`config.mk`:
```
export PLATFORM = sky130hd
export DESIGN_NAME = spi_reg_writer
export DESIGN_NICKNAME = d
export VERILOG_FILES = /design/src/rtl/spi_reg_writer.sv
export SDC_FILE = /design/constraint.sdc
export NUM_CORES = 1
export LEC_CHECK = 0
export CAP_MARGIN = 0
export CORE_MARGIN = 10
export CORE_UTILIZATION = 65
export CTS_CLUSTER_DIAMETER = 60
export DETAILED_ROUTE_END_ITERATION = 16
export DONT_BUFFER_PORTS = 1
export PLACE_DENSITY = 0.77
export SKIP_CTS_REPAIR_TIMING = 1
export SLEW_MARGIN = 0
export SYNTH_ARGS = -nofsm -noshare
export SYNTH_HDL_FRONTEND = slang
export SYNTH_SLANG_ARGS = --single-unit
```
`constraint.sdc`:
```
create_clock -name clk -period 6.2 [get_ports clk]
set_input_delay 0.62 -clock clk [delete_from_list [all_inputs] [get_ports clk]]
set_output_delay 0.62 -clock clk [all_outputs]
set_load 0.03 [all_outputs]
```
`src/rtl/spi_reg_writer.sv`:
```
// SPI register write sequencer: round-robin arbitration of two requesters, 16-bit write frames, shadow copies.
// Optional boot-time clearing of all five registers is compiled in with SPI_REG_WRITER_BOOT_INIT_EN.
module spi_reg_writer #(
  parameter int CLK_DIV_HALF = 50,
  parameter int GAP          = 8
) (
  input  logic        clk,
  input  logic        rst_n,
  input  logic        req0_valid,
  output logic        req0_ready,
  input  logic [6:0]  req0_addr,
  input  logic [7:0]  req0_data,
  input  logic        req1_valid,
  output logic        req1_ready,
  input  logic [6:0]  req1_addr,
  input  logic [7:0]  req1_data,
  output logic        ncs,
  output logic        sclk,
  output logic        copi,
  output logic        busy,
  output logic        done,
  output logic        err,
  output logic        grant_id,
  output logic [15:0] shadow_en_out,
  output logic [15:0] shadow_en_pwm,
  output logic [7:0]  shadow_pwm_duty
);

  localparam int CNT_MAX = (2 * CLK_DIV_HALF > GAP) ? 2 * CLK_DIV_HALF : GAP;
  localparam int CW      = $clog2(CNT_MAX + 1);

  localparam logic [CW-1:0] CNT_ZERO  = CW'(0);
  localparam logic [CW-1:0] CNT_ONE   = CW'(1);
  localparam logic [CW-1:0] HALF_END  = CW'(CLK_DIV_HALF - 1);
  localparam logic [CW-1:0] SLOT_END  = CW'(2 * CLK_DIV_HALF - 1);
  localparam logic [CW-1:0] GAP_END   = CW'(GAP - 2);
  localparam logic [CW-1:0] SCLK_RISE = CW'(CLK_DIV_HALF / 2);
  localparam logic [CW-1:0] SCLK_FALL = CW'(3 * CLK_DIV_HALF / 2);
  localparam logic [6:0]    ADDR_MAX  = 7'd4;

  typedef enum logic [2:0] {
    ST_IDLE  = 3'd0,
    ST_SETUP = 3'd1,
    ST_SHIFT = 3'd2,
    ST_HOLD  = 3'd3,
    ST_GAP   = 3'd4
`ifdef SPI_REG_WRITER_BOOT_INIT_EN
    , ST_INIT = 3'd5
`endif
  } state_t;

  state_t          state_r, state_s;
  logic [CW-1:0]   cnt_r, cnt_s;
  logic [3:0]      bit_r, bit_s;
  logic [15:0]     sh_r, sh_s;
  logic [2:0]      addr_r, addr_s;
  logic [7:0]      data_r, data_s;
  logic            last_r, last_s;
  logic            gid_r, gid_s;
  logic            rdy0_r, rdy0_s;
  logic            rdy1_r, rdy1_s;
  logic            ncs_r, ncs_s;
  logic            sclk_r, sclk_s;
  logic            copi_r, copi_s;
  logic            busy_r, busy_s;
  logic            done_r, done_s;
  logic            err_r, err_s;
  logic            upd_s;
  logic            frame_s;
  logic [15:0]     en_out_r, en_pwm_r;
  logic [7:0]      duty_r;
`ifdef SPI_REG_WRITER_BOOT_INIT_EN
  logic            init_act_r, init_act_s;
  logic [2:0]      init_addr_r, init_addr_s;
`endif

  // Acceptance and round-robin choice; readies are one-hot so at most one side is taken.
  logic       acc0_s, acc1_s, acc_s, take_s, any_s, gsel_s;
  logic [6:0] acc_addr_s;
  logic [7:0] acc_data_s;

  assign acc0_s     = req0_valid & rdy0_r;
  assign acc1_s     = req1_valid & rdy1_r & ~acc0_s;
  assign acc_s      = acc0_s | acc1_s;
  assign take_s     = (state_r == ST_IDLE) & acc_s;
  assign acc_addr_s = acc1_s ? req1_addr : req0_addr;
  assign acc_data_s = acc1_s ? req1_data : req0_data;
  assign any_s      = req0_valid | req1_valid;
  assign gsel_s     = (req0_valid & req1_valid) ? ~last_r : ~req0_valid;

  // Next-state logic; output values are derived from the next state so every output is a flop.
  always_comb begin
    state_s = state_r;
    cnt_s   = cnt_r;
    bit_s   = bit_r;
    sh_s    = sh_r;
    addr_s  = addr_r;
    data_s  = data_r;
    last_s  = last_r;
    gid_s   = gid_r;
    err_s   = 1'b0;
    done_s  = 1'b0;
    upd_s   = 1'b0;
`ifdef SPI_REG_WRITER_BOOT_INIT_EN
    init_act_s  = init_act_r;
    init_addr_s = init_addr_r;
`endif
    case (state_r)
      ST_IDLE: begin
        if (acc_s) begin
          last_s = acc1_s;
          gid_s  = acc1_s;
          if (acc_addr_s <= ADDR_MAX) begin
            addr_s  = acc_addr_s[2:0];
            data_s  = acc_data_s;
            sh_s    = {1'b1, acc_addr_s, acc_data_s};
            cnt_s   = CNT_ZERO;
            state_s = ST_SETUP;
          end else begin
            err_s = 1'b1;
          end
        end else begin
          state_s = ST_IDLE;
        end
      end
      ST_SETUP: begin
        if (cnt_r == HALF_END) begin
          cnt_s   = CNT_ZERO;
          bit_s   = 4'd0;
          state_s = ST_SHIFT;
        end else begin
          cnt_s = cnt_r + CNT_ONE;
        end
      end
      ST_SHIFT: begin
        if (cnt_r == SLOT_END) begin
          cnt_s = CNT_ZERO;
          if (bit_r == 4'd15) begin
            state_s = ST_HOLD;
          end else begin
            bit_s = bit_r + 4'd1;
            sh_s  = {sh_r[14:0], 1'b0};
          end
        end else begin
          cnt_s = cnt_r + CNT_ONE;
        end
      end
      ST_HOLD: begin
        if (cnt_r == HALF_END) begin
          cnt_s   = CNT_ZERO;
          done_s  = 1'b1;
          upd_s   = 1'b1;
          state_s = ST_GAP;
        end else begin
          cnt_s = cnt_r + CNT_ONE;
        end
      end
      ST_GAP: begin
        // The last ncs-high cycle is spent in IDLE with ready already up.
        if (cnt_r == GAP_END) begin
          cnt_s = CNT_ZERO;
`ifdef SPI_REG_WRITER_BOOT_INIT_EN
          if (init_act_r) begin
            if (init_addr_r == 3'd4) begin
              init_act_s = 1'b0;
              state_s    = ST_IDLE;
            end else begin
              init_addr_s = init_addr_r + 3'd1;
              state_s     = ST_INIT;
            end
          end else begin
            state_s = ST_IDLE;
          end
`else
          state_s = ST_IDLE;
`endif
        end else begin
          cnt_s = cnt_r + CNT_ONE;
        end
      end
`ifdef SPI_REG_WRITER_BOOT_INIT_EN
      ST_INIT: begin
        addr_s  = init_addr_r;
        data_s  = 8'h00;
        sh_s    = {1'b1, 4'b0000, init_addr_r, 8'h00};
        cnt_s   = CNT_ZERO;
        state_s = ST_SETUP;
      end
`endif
      default: begin
        state_s = ST_IDLE;
        cnt_s   = CNT_ZERO;
      end
    endcase

    frame_s = (state_s == ST_SETUP) || (state_s == ST_SHIFT) || (state_s == ST_HOLD);
    ncs_s   = ~frame_s;
    copi_s  = frame_s & sh_s[15];
    sclk_s  = (state_s == ST_SHIFT) && (cnt_s >= SCLK_RISE) && (cnt_s < SCLK_FALL);
    busy_s  = (state_s != ST_IDLE) || take_s;
    rdy0_s  = (state_s == ST_IDLE) && !take_s && any_s && !gsel_s;
    rdy1_s  = (state_s == ST_IDLE) && !take_s && any_s && gsel_s;
  end

  // Sequencer state and registered outputs.
  always_ff @(posedge clk or negedge rst_n) begin
    if (!rst_n) begin
`ifdef SPI_REG_WRITER_BOOT_INIT_EN
      state_r     <= ST_INIT;
      init_act_r  <= 1'b1;
      init_addr_r <= 3'd0;
`else
      state_r     <= ST_IDLE;
`endif
      cnt_r  <= CNT_ZERO;
      bit_r  <= 4'd0;
      sh_r   <= 16'h0000;
      addr_r <= 3'd0;
      data_r <= 8'h00;
      last_r <= 1'b1;
      gid_r  <= 1'b0;
      rdy0_r <= 1'b0;
      rdy1_r <= 1'b0;
      ncs_r  <= 1'b1;
      sclk_r <= 1'b0;
      copi_r <= 1'b0;
      busy_r <= 1'b0;
      done_r <= 1'b0;
      err_r  <= 1'b0;
    end else begin
`ifdef SPI_REG_WRITER_BOOT_INIT_EN
      init_act_r  <= init_act_s;
      init_addr_r <= init_addr_s;
`endif
      state_r <= state_s;
      cnt_r   <= cnt_s;
      bit_r   <= bit_s;
      sh_r    <= sh_s;
      addr_r  <= addr_s;
      data_r  <= data_s;
      last_r  <= last_s;
      gid_r   <= gid_s;
      rdy0_r  <= rdy0_s;
      rdy1_r  <= rdy1_s;
      ncs_r   <= ncs_s;
      sclk_r  <= sclk_s;
      copi_r  <= copi_s;
      busy_r  <= busy_s;
      done_r  <= done_s;
      err_r   <= err_s;
    end
  end

  // Shadow bytes follow the frame that just completed.
  always_ff @(posedge clk or negedge rst_n) begin
    if (!rst_n) begin
      en_out_r <= 16'h0000;
      en_pwm_r <= 16'h0000;
      duty_r   <= 8'h00;
    end else if (upd_s) begin
      case (addr_r)
        3'd0:    en_out_r[7:0]  <= data_r;
        3'd1:    en_out_r[15:8] <= data_r;
        3'd2:    en_pwm_r[7:0]  <= data_r;
        3'd3:    en_pwm_r[15:8] <= data_r;
        3'd4:    duty_r         <= data_r;
        default: duty_r         <= duty_r;
      endcase
    end else begin
      duty_r <= duty_r;
    end
  end

  assign req0_ready      = rdy0_r;
  assign req1_ready      = rdy1_r;
  assign ncs             = ncs_r;
  assign sclk            = sclk_r;
  assign copi            = copi_r;
  assign busy            = busy_r;
  assign done            = done_r;
  assign err             = err_r;
  assign grant_id        = gid_r;
  assign shadow_en_out   = en_out_r;
  assign shadow_en_pwm   = en_pwm_r;
  assign shadow_pwm_duty = duty_r;

endmodule

```
==> PnR_summary.wiki, run 1 <==
{| class="wikitable"
! Metric !! Value
|-
| Outcome || complete, no violations
|-
| Sequential area share after synthesis || a little under three fifths
|-
| Number of iterations in the first detailed-routing pass || 4
|-
| Total Routing Usage GR || 18.2%
|-
| Worst reg2reg endpoint || req1_ready
|-
| Total of endpoints with negative setup slack in the final report || 0
|-
| Relative contribution of sequential cells to total power || 56.2%
|-
| Total negative slack || 0 ns
|-
| Core Footprint || just under 6000 um^2
|-
| Nets in the synthesized netlist || 358
|-
| Post-DP Area || 4080 um^2
|-
| RR Startpoint || req0_ready
|-
| Final non-filler cell total || 402
|-
| Number of diodes added for antenna fixing || 0
|-
| Type of origin of the critical path || flip-flop
|-
| Switching share of power || 21.5%
|-
| Total Die Area || around 10000 um^2
|-
| Placed wire-length estimate || approximately 6400 um
|-
| Overflow left after global routing || 0
|-
| Setup repair after global routing missed its margin || false
|-
| Maximum clock insertion buffer count || 2
|-
| Share of power burned in the clock network || 42.3%
|-
| Drt initial violations || 161
|-
| Worst setup EP type || flip-flop
|-
| Worst setup path startpoint || req0_ready
|-
| Vias || approximately 2,500
|-
| Final-stage net count || 360
|-
| Switching power of the nets || between 200 and 250 uW
|-
| Antenna viol nets, final || 0
|-
| Count of flip-flops with a built-in enable after synthesis || 0
|-
| Share of the synthesized area in the top cell type || 55.4%
|-
| Cell count after placement || 385
|-
| Mean Syn Cell Area || ~13 um^2
|-
| Multi-input combinational cell area || 1650 um^2
|-
| Maximum number of pins on one net before global-route repair || 92
|-
| Vertical die dimension || 98.7 um
|-
| Power density cells || between 200 and 250 nW/um^2
|-
| Average wire per cell in the routed design || 22.1 um
|-
| Final number of hold-violating endpoints || 0
|-
| Register area || 2280 um^2
|-
| Final critical-path required period || 2.67 ns
|-
| Initial core utilization || 67.5%
|-
| Type of the tightest min-delay check || in -> async
|-
| Final Max Tran Viols || 0
|-
| Clk sink count || 91
|-
| Most area-hungry cell type in the Yosys netlist || dfrtp_1
|-
| Critical Path End || req1_ready
|-
| Worst setup skew after layout || 0.0130 ns
|-
| Cell variety after synth || 51
|-
| Mapped Area || 4020 um^2
|-
| Crit path kind || reg -> reg
|-
| Asr flop ratio synth || 100%
|-
| Hold_ws || between 0.08 and 0.09 ns
|-
| Number of antenna violations at the first check in global routing || 0
|-
| Number of design rule violations left after detail routing || 0
|-
| Routability-driven placement congestion ratio || 0.848
|-
| Proportion of layout cells with a drive suffix above 1 || 18.0%
|-
| Final worst-path cycle share || 43.0%
|-
| Number of cells traversed by the worst register-to-register path || 7
|-
| Clock buffer count from CTS || 9
|-
| Total of flip-flops plus latches after synthesis || a little over 90
|-
| H-tree depth reported by CTS || 3
|-
| Highest Clock Rate || 0.375 GHz
|-
| Combinational fraction of design power || under 10%
|-
| Cell with the most instances after synthesis || dfrtp_1
|-
| Number of primary I/O pins || 83
|-
| Number of maximum-capacitance violations || 0
|-
| TritonCTS clock tree || built
|-
| Synth Instances || 320
|-
| Crit path required time || ~6.5 ns
|-
| Area growth from synthesis to final layout || 7.62%
|-
| First-pass GRT wire length || 14,300 um
|-
| Top cells by area, synth || dfrtp_1 55%, mux2_4 6.0%, mux2_2 3.6%
|-
| Internal power contribution || 829 uW
|-
| Number of fill cells in the layout || 403
|-
| Yosys Warn Count || 0
|-
| Top cells by count, synth || 89 x dfrtp_1, 23 x nor2_1, 16 x mux2_4, 16 x nand2_1
|-
| Peak supply drop || between 0.15 and 0.2 mV
|-
| Count of port buffers added during placement || 0
|-
| Crit path DAT || 2.93 ns
|-
| Width of the die || 98.7 um
|-
| Slew at the pin closest to its max-slew limit || 0.903 ns
|-
| Clock input transition at the sequential cells of the worst setup and hold paths || 0.09 ns
|-
| Area of all placed cells without fillers || 4330 um^2
|-
| Clock latency on the worst-skew pair || ~0.36 ns
|-
| Slew Limit Headroom || 39.5%
|-
| Rows || 28
|-
| Vias per Instance || 6.25
|-
| Vias in the first global route || 2,586
|-
| Total wire length || 8900 um
|-
| Root Buffer || clkbuf_8
|-
| Register-to-register setup slack || 3.53 ns
|-
| Top FF cell, synth || dfrtp_1
|-
| Critical Path Fanout Max || 25
|-
| Static Leakage || 0.00222 uW
|}
==> worst min path at each step <==
| stage | depth (start not counted) | slack [ns] | endpoint | start |
|---|---|---|---|---|
| 4_1_cts | 0 | -0.07 | shadow_en_pwm[4] | rst_n |
| 6_report | 0 | 0.09 | last_r | rst_n |
| 3_3_place_gp | 0 | 0.33 | bit_r[0] | rst_n |
| 5_1_grt | 0 | 0.08 | ncs | rst_n |
| 3_5_place_dp | 0 | 0.33 | bit_r[1] | rst_n |
| 2_1_floorplan | 0 | 0.32 | addr_r[0] | rst_n |
==> stage by stage <==
stage / setup WS, ns / utilization (%) / total power (uW)
2_1_floorplan: 3.97 / - / 608
3_3_place_gp: 3.60 / 68.4 / 609
3_5_place_dp: 3.44 / 68.4 / 609
4_1_cts: 3.49 / 72.2 / 1050
5_1_grt: 3.25 / 72.7 / 1090
6_report: 3.53 / 72.7 / 1060
==> logic make-up (layout without fill, tap and decap cells) <==
logic type / Yosys count / after routing / share of synthesized area (%)
AND/OR/NAND/NOR: 80 / 80 / 11.4
AO/OA/AOI/OAI: 70 / 70 / 12.6
multiplexers: 50 / 50 / 15.2
adder cells (fa/ha/maj): 4 / 4 / 1.24
buffers and inverters: 23 / 30 / 2.36
XOR/XNOR: 2 / 2 / 0.436
flip-flops: 91 / 91 / 56.7
==> power groups by stage <==
stage / clock network, uW / logic (uW) / registers (uW)
final: 446 / 16.6 / 593
after global routing: 477 / 19.1 / 593
after CTS: 456 / 4.38 / 593
after detailed placement: 0 / 4.30 / 605
after global placement: 0 / 4.27 / 605
after floorplan: 0 / 3.12 / 605
==> routing by layer <==
layer  vias to the layer above  part of all wire (%)  track usage (%)
met2                        70                    48             28.1
li1                       1172                     -                -
met5                         -                     0                0
met3                        11                   9.1             6.84
met1                      1261                    42             22.8
met4                         0                   1.3             6.95
==> placed cells by master (no fill, tap or decap), types with 6 or more instances in the layout <==
cell type,count
a22o_1,6
mux2_2,13
mux2i_1,9
inv_1,10
nand3_1,7
mux2_4,16
nor2_1,23
dfrtp_1,89
mux2_1,12
a21oi_1,9
o21ai_0,13
clkbuf_8,9
a21o_1,13
a221o_1,10
nand2_1,16
==> state kept, by name, summed over array words and instances (netlist names), 4 cells and up <==
signal / cells
cnt_r: 7
bit_r: 4
shadow_en_pwm: 16
data_r: 8
shadow_pwm_duty: 8
shadow_en_out: 16
sh_r: 16
==> critical path, cell delays in order (launching register included) <==
cell and delay (ns):
dfrtp_1 0.50, and2_1 0.26, o21ai_1 0.31, a21o_1 0.61, o21ai_1 0.21, nor2_1 0.24
nand4_1 0.19, a211oi_1 0.26
==> layout make-up <==
type                            count  share of cell area [%]
Clock buffer                       10                    2.95
Sequential cell                    91                    52.7
Clock inverter                      6                    2.23
Multi-Input combinational cell    206                    38.0
Timing Repair Buffer                3                   0.983
Tap cell                           75                    2.17
Inverter                           11                   0.954
Note: power is estimated with default switching activity, not from simulation.
==> run 2: changes to the inputs <==
--- a/config.mk
+++ b/config.mk
@@ -7,11 +7,11 @@
 export LEC_CHECK = 0
 export CAP_MARGIN = 0
 export CORE_MARGIN = 10
-export CORE_UTILIZATION = 65
+export CORE_UTILIZATION = 57
 export CTS_CLUSTER_DIAMETER = 60
 export DETAILED_ROUTE_END_ITERATION = 16
 export DONT_BUFFER_PORTS = 1
-export PLACE_DENSITY = 0.77
+export PLACE_DENSITY = 0.71
 export SKIP_CTS_REPAIR_TIMING = 1
 export SLEW_MARGIN = 0
 export SYNTH_ARGS = -nofsm -noshare
==> constraint.sdc (replaced) <==
create_clock -name clk -period 2.2 [get_ports clk]
set_input_delay 0.22 -clock clk [delete_from_list [all_inputs] [get_ports clk]]
set_output_delay 0.22 -clock clk [all_outputs]
set_load 0.03 [all_outputs]
==> PnR_summary.wiki, run 2 (synthesis gave the netlist of run 1 again) <==
{| class="wikitable"
! Metric !! Value
|-
| Number of fill cells in the layout || 516 (+28%)
|-
| Clock latency on the worst-skew pair || 0.36 ns (about the same)
|-
| Vias per Instance || 5.92 (-5.4%)
|-
| First-pass GRT wire length || 14,400 um (+0.53%)
|-
| Rows || 30 (+7.1%)
|-
| Worst setup EP type || flip-flop
|-
| RR Startpoint || cnt_r[1]
|-
| Type of origin of the critical path || flip-flop
|-
| Maximum number of pins on one net before global-route repair || 92 (unchanged)
|-
| Total Routing Usage GR || 16.6% (-1.7 points)
|-
| Clk sink count || 91 (unchanged)
|-
| Number of primary I/O pins || 83 (unchanged)
|-
| TritonCTS clock tree || built
|-
| Number of maximum-capacitance violations || 0 (unchanged)
|-
| Vias || 2,680 (+6.6%)
|-
| Total Die Area || 10,800 um^2 (+11%)
|-
| Switching share of power || 20.8% (-0.73 points)
|-
| Total of endpoints with negative setup slack in the final report || 0 (unchanged)
|-
| Root Buffer || clkbuf_8
|-
| Static Leakage || 0.00235 uW (+5.9%)
|-
| Number of antenna violations at the first check in global routing || 0 (unchanged)
|-
| Maximum clock insertion buffer count || 2 (unchanged)
|-
| Number of design rule violations left after detail routing || 0 (unchanged)
|-
| Crit path kind || reg -> reg
|-
| Proportion of layout cells with a drive suffix above 1 || 30.3% (+12 points)
|-
| Met2 global-route usage || 25.4% (-2.7 points)
|-
| Area growth from synthesis to final layout || 15.6%
|-
| Highest-count cells in the layout ignoring fill and taps || 85 x dfrtp_1, 27 x buf_4, 22 x nor2_1
|-
| Combinational fraction of design power || 0.5% (-1.1 points)
|-
| Clock buffer count from CTS || 9 (unchanged)
|-
| Switching power of the nets || 564 uW (+150%)
|-
| Register-to-register setup slack || 0.02 ns (-3.51 ns)
|-
| Crit path DAT || 2.46 ns (-0.47 ns)
|-
| Setup repair after global routing missed its margin || true
|-
| Core Footprint || 6830 um^2 (+15%)
|-
| Slew at the pin closest to its max-slew limit || 0.394 ns (-0.509 ns)
|-
| Highest Clock Rate || 0.460 GHz (+23%)
|-
| Relative contribution of sequential cells to total power || 61.6% (+5.4 points)
|-
| Vias in the first global route || 2,635 (+1.9%)
|-
| Number of diodes added for antenna fixing || 0 (unchanged)
|-
| Number of iterations in the first detailed-routing pass || 4 (unchanged)
|-
| Total wire length || 9220 um (+3.6%)
|-
| H-tree depth reported by CTS || 3 (unchanged)
|-
| Slew Limit Headroom || 73.4% (+34 points)
|-
| Type of the tightest min-delay check || in -> async
|-
| Average wire per cell in the routed design || 20.3 um (-8.1%)
|-
| Clock input transition at the sequential cells of the worst setup and hold paths || 0.10 ns (about the same)
|-
| Routability-driven placement congestion ratio || 0.860 (+1.4%)
|-
| Drt initial violations || 141 (-12%)
|-
| Final-stage net count || 391 (+8.6%)
|-
| Share of power burned in the clock network || 37.8% (-4.5 points)
|-
| Most common cell after layout, fill and taps aside || dfrtp_1
|-
| Peak supply drop || 0.304 mV (+69%)
|-
| Width of the die || 104 um (+5.4%)
|-
| Final Max Tran Viols || 0 (unchanged)
|-
| Vertical die dimension || 104 um (+5.4%)
|-
| Number of cells traversed by the worst register-to-register path || 9 (+2)
|-
| Internal power contribution || 2150 uW (+160%)
|-
| Violations in the final reports || negative hold slack
|-
| Worst setup skew after layout || 0.0177 ns (+0.00470 ns)
|-
| Hold_ws || -0.454 ns (-0.541 ns)
|-
| Worst reg2reg endpoint || sclk
|-
| Grt peak-use layer || met2
|-
| Final worst-path cycle share || 98.9% (+56 points)
|-
| Initial core utilization || 58.9% (-8.7 points)
|-
| Final critical-path required period || 2.18 ns (-0.491 ns)
|-
| Global routing met3 resource utilization || 8.18% (+1.3 points)
|-
| Power density cells || 583 nW/um^2 (+140%)
|-
| Critical Path Fanout Max || 6 (-76%)
|-
| Crit path required time || 2.49 ns (-3.97 ns)
|-
| Total negative slack || 0 ns (unchanged)
|-
| Multi-input combinational cell area || 1740 um^2 (+5.6%)
|-
| Placed wire-length estimate || 6480 um (+1.9%)
|-
| Count of port buffers added during placement || 0 (unchanged)
|-
| Antenna viol nets, final || 0 (unchanged)
|-
| Final number of hold-violating endpoints || 91 (+91)
|-
| Overflow left after global routing || 0 (unchanged)
|-
| Register area || 2280 um^2 (+0.22%)
|-
| Outcome || finished with violations
|-
| Met1 usage in global routing || 20.4% (-2.4 points)
|}
[run 2: cell type report]
| cell class | count | area share, % |
|---|---|---|
| Clock buffer | 12 | 3.34 |
| Multi-Input combinational cell | 207 | 37.4 |
| Tap cell | 96 | 2.58 |
| Inverter | 11 | 0.888 |
| Clock inverter | 3 | 0.511 |
| Sequential cell | 91 | 49.1 |
| Timing Repair Buffer | 33 | 6.14 |
[run 2: metal layers]
layer | part of all wire (%) | wire length, um | vias to the layer above
li1 | - | - | 1235
met1 | 43 | 3940 | 1367
met2 | 47 | 4350 | 65
met3 | 9.0 | 826 | 13
met4 | 1.1 | 98 | 0
met5 | 0 | 0 | -
[run 2: worst max path at each step]
stage	from	to	slack (ns)	depth (start not counted)
detailed placement	cnt_r[0]	sclk	-0.03	8
global placement	cnt_r[6]	sclk	0.11	7
global route	cnt_r[0]	sclk	-0.08	9
CTS	cnt_r[0]	sclk	-0.06	8
finish	cnt_r[1]	sclk	0.02	9
floorplan	req0_ready	sh_r[4]	0.07	7
[run 2: metrics by stage]
step                cell area, um^2  worst slack [ns]  std cells  power [uW]  util, %
detailed placement             4290           -0.0320        428        1720     62.8
floorplan                      4020            0.0739        320        1710        -
CTS                            4470           -0.0591        443        2740     65.5
global placement               4290             0.105        428        1720     62.8
global route                   4650           -0.0815        453        2800     68.1
finish                         4650            0.0247        453        2710     68.1
[run 2: critical path, stage by stage (launching register included)]
cell and delay, ns:
dfrtp_2 0.44, inv_2 0.08, ha_2 0.20, a311o_1 0.41, and3_4 0.21, buf_6 0.12
o21ai_2 0.05, a21oi_2 0.08, o311a_1 0.36, a211oi_2 0.14
[run 2: power by group through the flow]
stage / logic (uW) / clock network [uW] / registers (uW)
floorplan: 8.78 / 0 / 1700
global placement: 11.9 / 0 / 1700
detailed placement: 12.3 / 0 / 1700
CTS: 12.3 / 1050 / 1670
global route: 16.3 / 1120 / 1670
finish: 14.6 / 1030 / 1670
